File: config.mk
export PLATFORM = sky130hd
export DESIGN_NAME = mem_access_ctrl_flat
export DESIGN_NICKNAME = d
export VERILOG_FILES = /design/src/rtl/mem_pkg.sv /design/src/rtl/mem_access_ctrl_if.sv /design/src/rtl/mem_lane_unit.sv /design/src/rtl/mem_access_ctrl.sv /design/src/flat_wrapper.sv
export SDC_FILE = /design/constraint.sdc
export NUM_CORES = 1
export LEC_CHECK = 0
export ABC_AREA = 1
export CAP_MARGIN = 15
export CELL_PAD_IN_SITES_DETAIL_PLACEMENT = 2
export CELL_PAD_IN_SITES_GLOBAL_PLACEMENT = 2
export CORE_MARGIN = 4
export CORE_UTILIZATION = 30
export CTS_BUF_LIST = sky130_fd_sc_hd__clkbuf_4
export DETAILED_ROUTE_END_ITERATION = 16
export PLACE_DENSITY = 0.88
export SYNTH_ARGS = -nofsm -noshare
export SYNTH_HDL_FRONTEND = slang
export SYNTH_SLANG_ARGS = --single-unit
File: constraint.sdc
create_clock -name clock -period 3.6 [get_ports clock]
set_input_delay 0.54 -clock clock [delete_from_list [all_inputs] [get_ports clock]]
set_output_delay 0.54 -clock clock [all_outputs]
set_load 0.05 [all_outputs]
File: src/rtl/mem_pkg.sv
// Shared definitions for the load/store front end: size encodings, FSM states
// and the alignment rule applied at request accept.
package mem_pkg;

  localparam logic [1:0] SZ_BYTE = 2'd0;
  localparam logic [1:0] SZ_HALF = 2'd1;
  localparam logic [1:0] SZ_WORD = 2'd2;

  typedef enum logic [2:0] {
    IDLE,
    LOAD,
    MERGE,
    WRITE,
    RESP
  } state_t;

  // Size 3 has no legal alignment, so it is reported the same way as a misalignment.
  function automatic logic is_misaligned(input logic [1:0] size, input logic [1:0] addr_lo);
    case (size)
      SZ_BYTE: return 1'b0;
      SZ_HALF: return addr_lo[0];
      SZ_WORD: return addr_lo != 2'b00;
      default: return 1'b1;
    endcase
  endfunction

endpackage

File: src/rtl/mem_access_ctrl_if.sv
// Request/response handshake between the core's MEM stage (master) and the
// load/store front end (slave).
interface mem_access_ctrl_if #(
  parameter int ADDR_W = 16
) ();

  logic              req_valid;
  logic              req_ready;
  logic              req_we;
  logic [1:0]        req_size;
  logic              req_unsigned;
  logic [ADDR_W-1:0] req_addr;
  logic [31:0]       req_wdata;
  logic              resp_valid;
  logic [31:0]       resp_rdata;
  logic              resp_err;

  modport master (
    output req_valid, req_we, req_size, req_unsigned, req_addr, req_wdata,
    input  req_ready, resp_valid, resp_rdata, resp_err
  );

  modport slave (
    input  req_valid, req_we, req_size, req_unsigned, req_addr, req_wdata,
    output req_ready, resp_valid, resp_rdata, resp_err
  );

endinterface

File: src/rtl/mem_lane_unit.sv
// Combinational lane logic: little-endian extract/extend for loads and
// lane replacement for sub-word read-modify-write stores.
module mem_lane_unit
  import mem_pkg::*;
(
  input  logic [31:0] rdata,
  input  logic [1:0]  addr_lo,
  input  logic [1:0]  size,
  input  logic        is_unsigned,
  input  logic [31:0] wdata,
  output logic [31:0] load_data,
  output logic [31:0] merge_data
);

  logic [7:0]  byte_sel;
  logic [15:0] half_sel;

  always_comb begin
    // NOTE: every output gets a default before the case so no path leaves one
    // unassigned, which would otherwise infer a latch.
    load_data  = rdata;
    merge_data = wdata;
    byte_sel   = rdata[{addr_lo, 3'b000} +: 8];
    half_sel   = addr_lo[1] ? rdata[31:16] : rdata[15:0];
    case (size)
      SZ_BYTE: begin
        load_data  = {{24{~is_unsigned & byte_sel[7]}}, byte_sel};
        merge_data = rdata;
        merge_data[{addr_lo, 3'b000} +: 8] = wdata[7:0];
      end
      SZ_HALF: begin
        load_data  = {{16{~is_unsigned & half_sel[15]}}, half_sel};
        merge_data = rdata;
        merge_data[{addr_lo[1], 4'b0000} +: 16] = wdata[15:0];
      end
      default: begin
        load_data  = rdata;
        merge_data = wdata;
      end
    endcase
  end

endmodule

File: src/rtl/mem_access_ctrl.sv
// Load/store front end for a word-addressed data memory: one request at a time,
// sub-word stores done as read-modify-write, misaligned requests rejected.
module mem_access_ctrl
  import mem_pkg::*;
#(
  parameter int ADDR_W = 16
) (
  input  logic              clock,
  input  logic              reset_n,
  mem_access_ctrl_if.slave  bus,
  output logic              mem_wEn,
  output logic [ADDR_W-1:0] mem_address,
  output logic [31:0]       mem_write_data,
  input  logic [31:0]       mem_read_data
);

  state_t            state, next_state;
  logic [ADDR_W-1:0] addr_q;
  logic [1:0]        size_q;
  logic              uns_q;
  logic [31:0]       wdata_q;
  logic [31:0]       wr_q;
  logic [31:0]       rdata_q;
  logic              err_q;

  logic              accept;
  logic              bad;
  logic [31:0]       load_data;
  logic [31:0]       merge_data;

  assign accept = bus.req_valid && bus.req_ready;
  assign bad    = is_misaligned(bus.req_size, bus.req_addr[1:0]);

  // Handshake and memory strobes decode straight from state, so reset drops
  // mem_wEn without waiting for a clock edge.
  assign bus.req_ready   = (state == IDLE);
  assign bus.resp_valid  = (state == RESP);
  assign bus.resp_err    = err_q;
  assign bus.resp_rdata  = rdata_q;
  assign mem_wEn         = (state == WRITE);
  assign mem_address     = addr_q;
  assign mem_write_data  = wr_q;

  mem_lane_unit u_lane (
    .rdata       (mem_read_data),
    .addr_lo     (addr_q[1:0]),
    .size        (size_q),
    .is_unsigned (uns_q),
    .wdata       (wdata_q),
    .load_data   (load_data),
    .merge_data  (merge_data)
  );

  always_ff @(posedge clock or negedge reset_n) begin
    // NOTE: sequential state uses non-blocking assignment so every register
    // samples pre-edge values regardless of statement order.
    if (!reset_n) state <= IDLE;
    else          state <= next_state;
  end

  always_comb begin
    next_state = state;
    case (state)
      IDLE: begin
        if (accept) begin
          if (bad)                        next_state = RESP;
          else if (!bus.req_we)           next_state = LOAD;
          else if (bus.req_size == SZ_WORD) next_state = WRITE;
          else                            next_state = MERGE;
        end
      end
      LOAD:    next_state = RESP;
      MERGE:   next_state = WRITE;
      WRITE:   next_state = RESP;
      RESP:    next_state = IDLE;
      default: next_state = IDLE;
    endcase
  end

  always_ff @(posedge clock or negedge reset_n) begin
    if (!reset_n) begin
      addr_q  <= '0;
      size_q  <= SZ_BYTE;
      uns_q   <= 1'b0;
      wdata_q <= '0;
      wr_q    <= '0;
      rdata_q <= '0;
      err_q   <= 1'b0;
    end else begin
      if (accept) begin
        addr_q  <= bus.req_addr;
        size_q  <= bus.req_size;
        uns_q   <= bus.req_unsigned;
        wdata_q <= bus.req_wdata;
        err_q   <= bad;
        // Loads overwrite rdata in LOAD; everything else reports zero.
        if (bad || bus.req_we) rdata_q <= '0;
        if (!bad && bus.req_we && bus.req_size == SZ_WORD) wr_q <= bus.req_wdata;
      end
      if (state == LOAD)  rdata_q <= load_data;
      if (state == MERGE) wr_q    <= merge_data;
    end
  end

endmodule
File: src/flat_wrapper.sv
// flat-port wrapper written by rule: the top's interface ports become plain ports
module mem_access_ctrl_flat import mem_pkg::*;
#(
  parameter int ADDR_W = 16
)
  (clock, reset_n, mem_wEn, mem_address, mem_write_data, mem_read_data, bus_req_valid, bus_req_we, bus_req_size, bus_req_unsigned, bus_req_addr, bus_req_wdata, bus_req_ready, bus_resp_valid, bus_resp_rdata, bus_resp_err);
  mem_access_ctrl_if #(.ADDR_W(ADDR_W)) bus_i ();
  input  logic clock;
  input  logic reset_n;
  output logic mem_wEn;
  output logic [ADDR_W-1:0] mem_address;
  output logic [31:0] mem_write_data;
  input  logic [31:0] mem_read_data;
  input wire logic [$bits(bus_i.req_valid)-1:0] bus_req_valid;
  input wire logic [$bits(bus_i.req_we)-1:0] bus_req_we;
  input wire logic [$bits(bus_i.req_size)-1:0] bus_req_size;
  input wire logic [$bits(bus_i.req_unsigned)-1:0] bus_req_unsigned;
  input wire logic [$bits(bus_i.req_addr)-1:0] bus_req_addr;
  input wire logic [$bits(bus_i.req_wdata)-1:0] bus_req_wdata;
  output wire logic [$bits(bus_i.req_ready)-1:0] bus_req_ready;
  output wire logic [$bits(bus_i.resp_valid)-1:0] bus_resp_valid;
  output wire logic [$bits(bus_i.resp_rdata)-1:0] bus_resp_rdata;
  output wire logic [$bits(bus_i.resp_err)-1:0] bus_resp_err;
  assign bus_i.req_valid = bus_req_valid;
  assign bus_i.req_we = bus_req_we;
  assign bus_i.req_size = bus_req_size;
  assign bus_i.req_unsigned = bus_req_unsigned;
  assign bus_i.req_addr = bus_req_addr;
  assign bus_i.req_wdata = bus_req_wdata;
  assign bus_req_ready = bus_i.req_ready;
  assign bus_resp_valid = bus_i.resp_valid;
  assign bus_resp_rdata = bus_i.resp_rdata;
  assign bus_resp_err = bus_i.resp_err;
  mem_access_ctrl #(.ADDR_W(ADDR_W)) u_core (.clock(clock), .reset_n(reset_n), .bus(bus_i), .mem_wEn(mem_wEn), .mem_address(mem_address), .mem_write_data(mem_write_data), .mem_read_data(mem_read_data));
endmodule
==> impl_summary.txt <==
----------------------------------------------------
[Run status]
  Status ... finished, final reports clean

[Setup path]
  Arrival time of the worst setup path ... 2.27 ns
  WP data required ... between 3 and 4 ns
  Series of cell instances along the critical path ... clkdlybuf4s50_1
  Worst-path maximum fanout ... 17
  Dominant delay contributor by cell family on the critical path ... buffers and inverters
  Category of the worst setup path launch point ... register
  Number of buffers and inverters on the critical path ... 1
  CP max stage cell ... sky130_fd_sc_hd__clkdlybuf4s50_1
  Kind of end point of the critical path ... primary output
  Type of the setup path with the least slack ... reg2out
  Largest stage delay on the critical path ... between 0.9 and 1 ns

[Synth]
  Count of flip-flops with a built-in enable after synthesis ... 0
  XOR/XNOR Fraction of Synth Area ... 0
  Post-Syn Area ... 0.00672 mm2
  Main combinational cell family by area after synthesis ... simple AND/OR/NAND/NOR gates
  Synth area leaders ... sky130_fd_sc_hd__dfrtp_1 44%, sky130_fd_sc_hd__nand2_1 23%, sky130_fd_sc_hd__o21ai_0 6.9%
  Top cells by count, synth ... 410 x sky130_fd_sc_hd__nand2_1, 119 x sky130_fd_sc_hd__dfrtp_1, 92 x sky130_fd_sc_hd__o21ai_0
  Net Count, Synth ... ~1100
  Compound-gate portion of the synthesized area ... 0.151
  Leading cell type by number of instances after synthesis ... sky130_fd_sc_hd__nand2_1
  Syn avg cell area ... 6.98 um2
  Post-Synth Simple-Gate Area ... 0.318
  Ys Warns ... 0
  Post-synthesis register bit count ... between 100 and 150
  Library cells used by synthesis ... 30
  Proportion of register bits with asynchronous set or reset after synthesis ... 1.00
  Most instantiated flip-flop cell in the synthesis netlist ... sky130_fd_sc_hd__dfrtp_1
  Portion of netlist area occupied by mux cells ... 0
  Seq/Total Area, Yosys ... 0.443
  Post-Synth Adder-Cell Area ... 0.00931
  Top cell type by total area after synthesis ... sky130_fd_sc_hd__dfrtp_1
  Cells after Synth ... 963
  Top-area cell type share of the netlist area ... 0.443

[Global routing]
  Via count of the first global-routing pass ... 7919
  Maximum number of pins on one net before global-route repair ... 72
  Global-route wire length before repair ... 44700 um
  Total grt overflow ... 0
  Number of antenna violations at the first check in global routing ... 1
  Total global-route track usage ... 0.232

[Clock network]
  Bufs on Longest Clock Path ... 2
  Number of CTS-inserted buffers ... 17
  H-Tree Level Count ... 4
  Clock tree from TritonCTS ... done
  Clock Root Buffer ... sky130_fd_sc_hd__clkbuf_4
  Clock transition at the registers of the reported paths ... 0.13 ns
  CTS Hold Buffers Added ... 1
  Insertion delay to the later sink of the worst-skew pair ... 0.57 ns
  Post-CTS setup repair buffer count ... 0
  Gates resized, CTS repair ... 0
  Total number of clock tree sinks ... 119

[Route]
  Routed wirelength normalized by instance count ... 20.1 um
  Drt pass-1 iters ... 4
  Average via count per standard cell ... 5.13
  Iteration-0 DRC Markers ... 408
  # DRC ... 0
  Detailed-route wire length ... approximately 28000 um
  Detail Route Antenna Nets ... 0
  Via total after detailed routing ... 7215

[Die]
  Die width ... 158 um
  Die outline area ... 0.0249 mm2
  Number of placement rows ... 54
  Die height ... approximately 160 um
  I/O pin count ... 171
  Initial cell density of the core ... 0.306
  CORE AREA ... roughly 0.022 mm2

[Timing]
  F_max ... 355 MHz
  Worst clock skew on the final layout ... 0.0266 ns
  Max-slew violation count ... 0
  Unrepaired setup endpoints after global routing ... false
  Min Clock Period, post-route ... 2.81 ns
  WHS ... just under 0.5 ns
  Worst relative slew slack ... 0.509
  Summed negative setup slack over all endpoints ... 0 ns
  Number of hold-slack violations in the final timing report ... 0
  Count of final setup violators ... 0
  Transition time at the pin with the least slew margin ... 0.736 ns
  Final Cycle Share ... 0.782

[Placement]
  Global placement routability congestion ... 0.867
  Sum of net half-perimeters after detailed placement ... 21100 um
  PortBufs ... 170
  Cell count after placement ... 1373

[Run]
  Max Cap Violations ... 0

[Power]
  Max VDD drop ... 0.429 mV
  Leakage ... 4.25 nW
  Total power per unit cell area ... 991 mW/mm2

[Final layout]
  Synthesis-to-layout area growth ... 32.8%
  Sequential standard cell area ... between 0.002 and 0.003 mm2
  Number of nets in the layout ... approximately 1200
  Post-layout instance count excluding filler cells ... 1407
  Number of fill cells in the layout ... 2605
  Fraction of final layout cells with drive strength greater than 1 ... 0.0560
  Multi-input gate area ... 0.00322 mm2

[Hold path]
  Hold Crit Class ... reg2reg

----------------------------------------------------
[layout make-up]
class                           count  share of cell area
Antenna cell                        1            0.000280
Clock buffer                       17              0.0143
Clock inverter                     15              0.0195
Inverter                           66              0.0280
Multi-Input combinational cell    725               0.361
Sequential cell                   119               0.334
Tap cell                          280              0.0393
Timing Repair Buffer              184               0.204
[tightest hold or removal path, delay by kind of cell (launching register included)]
family	cells	cell delay (ns)
AND/OR/NAND/NOR	2	0.10
flip-flops	1	0.37
[metrics by stage]
step	instance area (um2)	worst slack, ns	util	total power, mW
2_1_floorplan	6720	1.36	-	6.04
4_1_cts	8920	0.755	0.406	8.92
5_1_grt	8920	0.703	0.406	9.52
6_report	8920	0.786	0.406	8.84
3_5_place_dp	8610	1.09	0.392	7.77
3_3_place_gp	8610	1.15	0.392	7.58
[state kept, by name, summed over array words and instances, names as in the netlist]
signal                 cells
u_core.bus.resp_rdata     32
u_core.mem_write_data     32
u_core.wdata_q            32
u_core.mem_address        16
u_core.state               3
u_core.size_q              2
u_core.bus.resp_err        1
u_core.uns_q               1
[power breakdown]
part	total (mW)	internal, mW	switching, mW
Combinational	5.37	1.56	3.81
Sequential	2.39	1.91	0.478
Clock	1.09	0.484	0.605
[placed cells by master (no fill, tap or decap), drive strengths merged, types with 2 or more instances in the layout]
master	synthesis	layout
a21oi	85	85
buf	34	14
bufinv	0	3
clkbuf	19	17
clkdlybuf4s50	0	169
clkinv	1	6
clkinvlp	0	2
dfrtp	119	119
ha	5	5
inv	65	70
nand2	414	414
nand3	80	80
nand4	2	2
nor2	23	23
nor3	3	3
o211ai	9	9
o21ai	102	102
[path summary, 6_finish.rpt]
check                           cells past startpoint                   from                        end  slack (ns)
worst max-delay path                                1  u_core.mem_address[0]             mem_address[0]        0.79
worst min register to register                      2  u_core.mem_address[8]      u_core.mem_address[8]        0.49
worst max register to register                      9  u_core.mem_address[0]  u_core.mem_write_data[25]        0.98
worst min-delay path                                2  u_core.mem_address[8]      u_core.mem_address[8]        0.49
max in group asynchronous                           3                reset_n         u_core.wdata_q[22]        2.20
min in group asynchronous                           2                reset_n        u_core.bus.resp_err        0.52
[layer usage]
metal,track usage,vias up,routed length (um)
met5,0,-,0
met4,0.0692,0,623
met3,0.0418,36,1100
met2,0.392,160,14200
met1,0.303,3621,12400
li1,-,3398,-
[cells by family (layout without fill, tap and decap cells)]
| kind of cell | Yosys count | after routing |
|---|---|---|
| flops | 119 | 119 |
| simple gates | 523 | 523 |
| compound gates | 197 | 197 |
| other cells | 0 | 1 |
| buf+inv | 119 | 282 |
| fa+ha+maj | 5 | 5 |
Power figures use the tool's default switching activity.
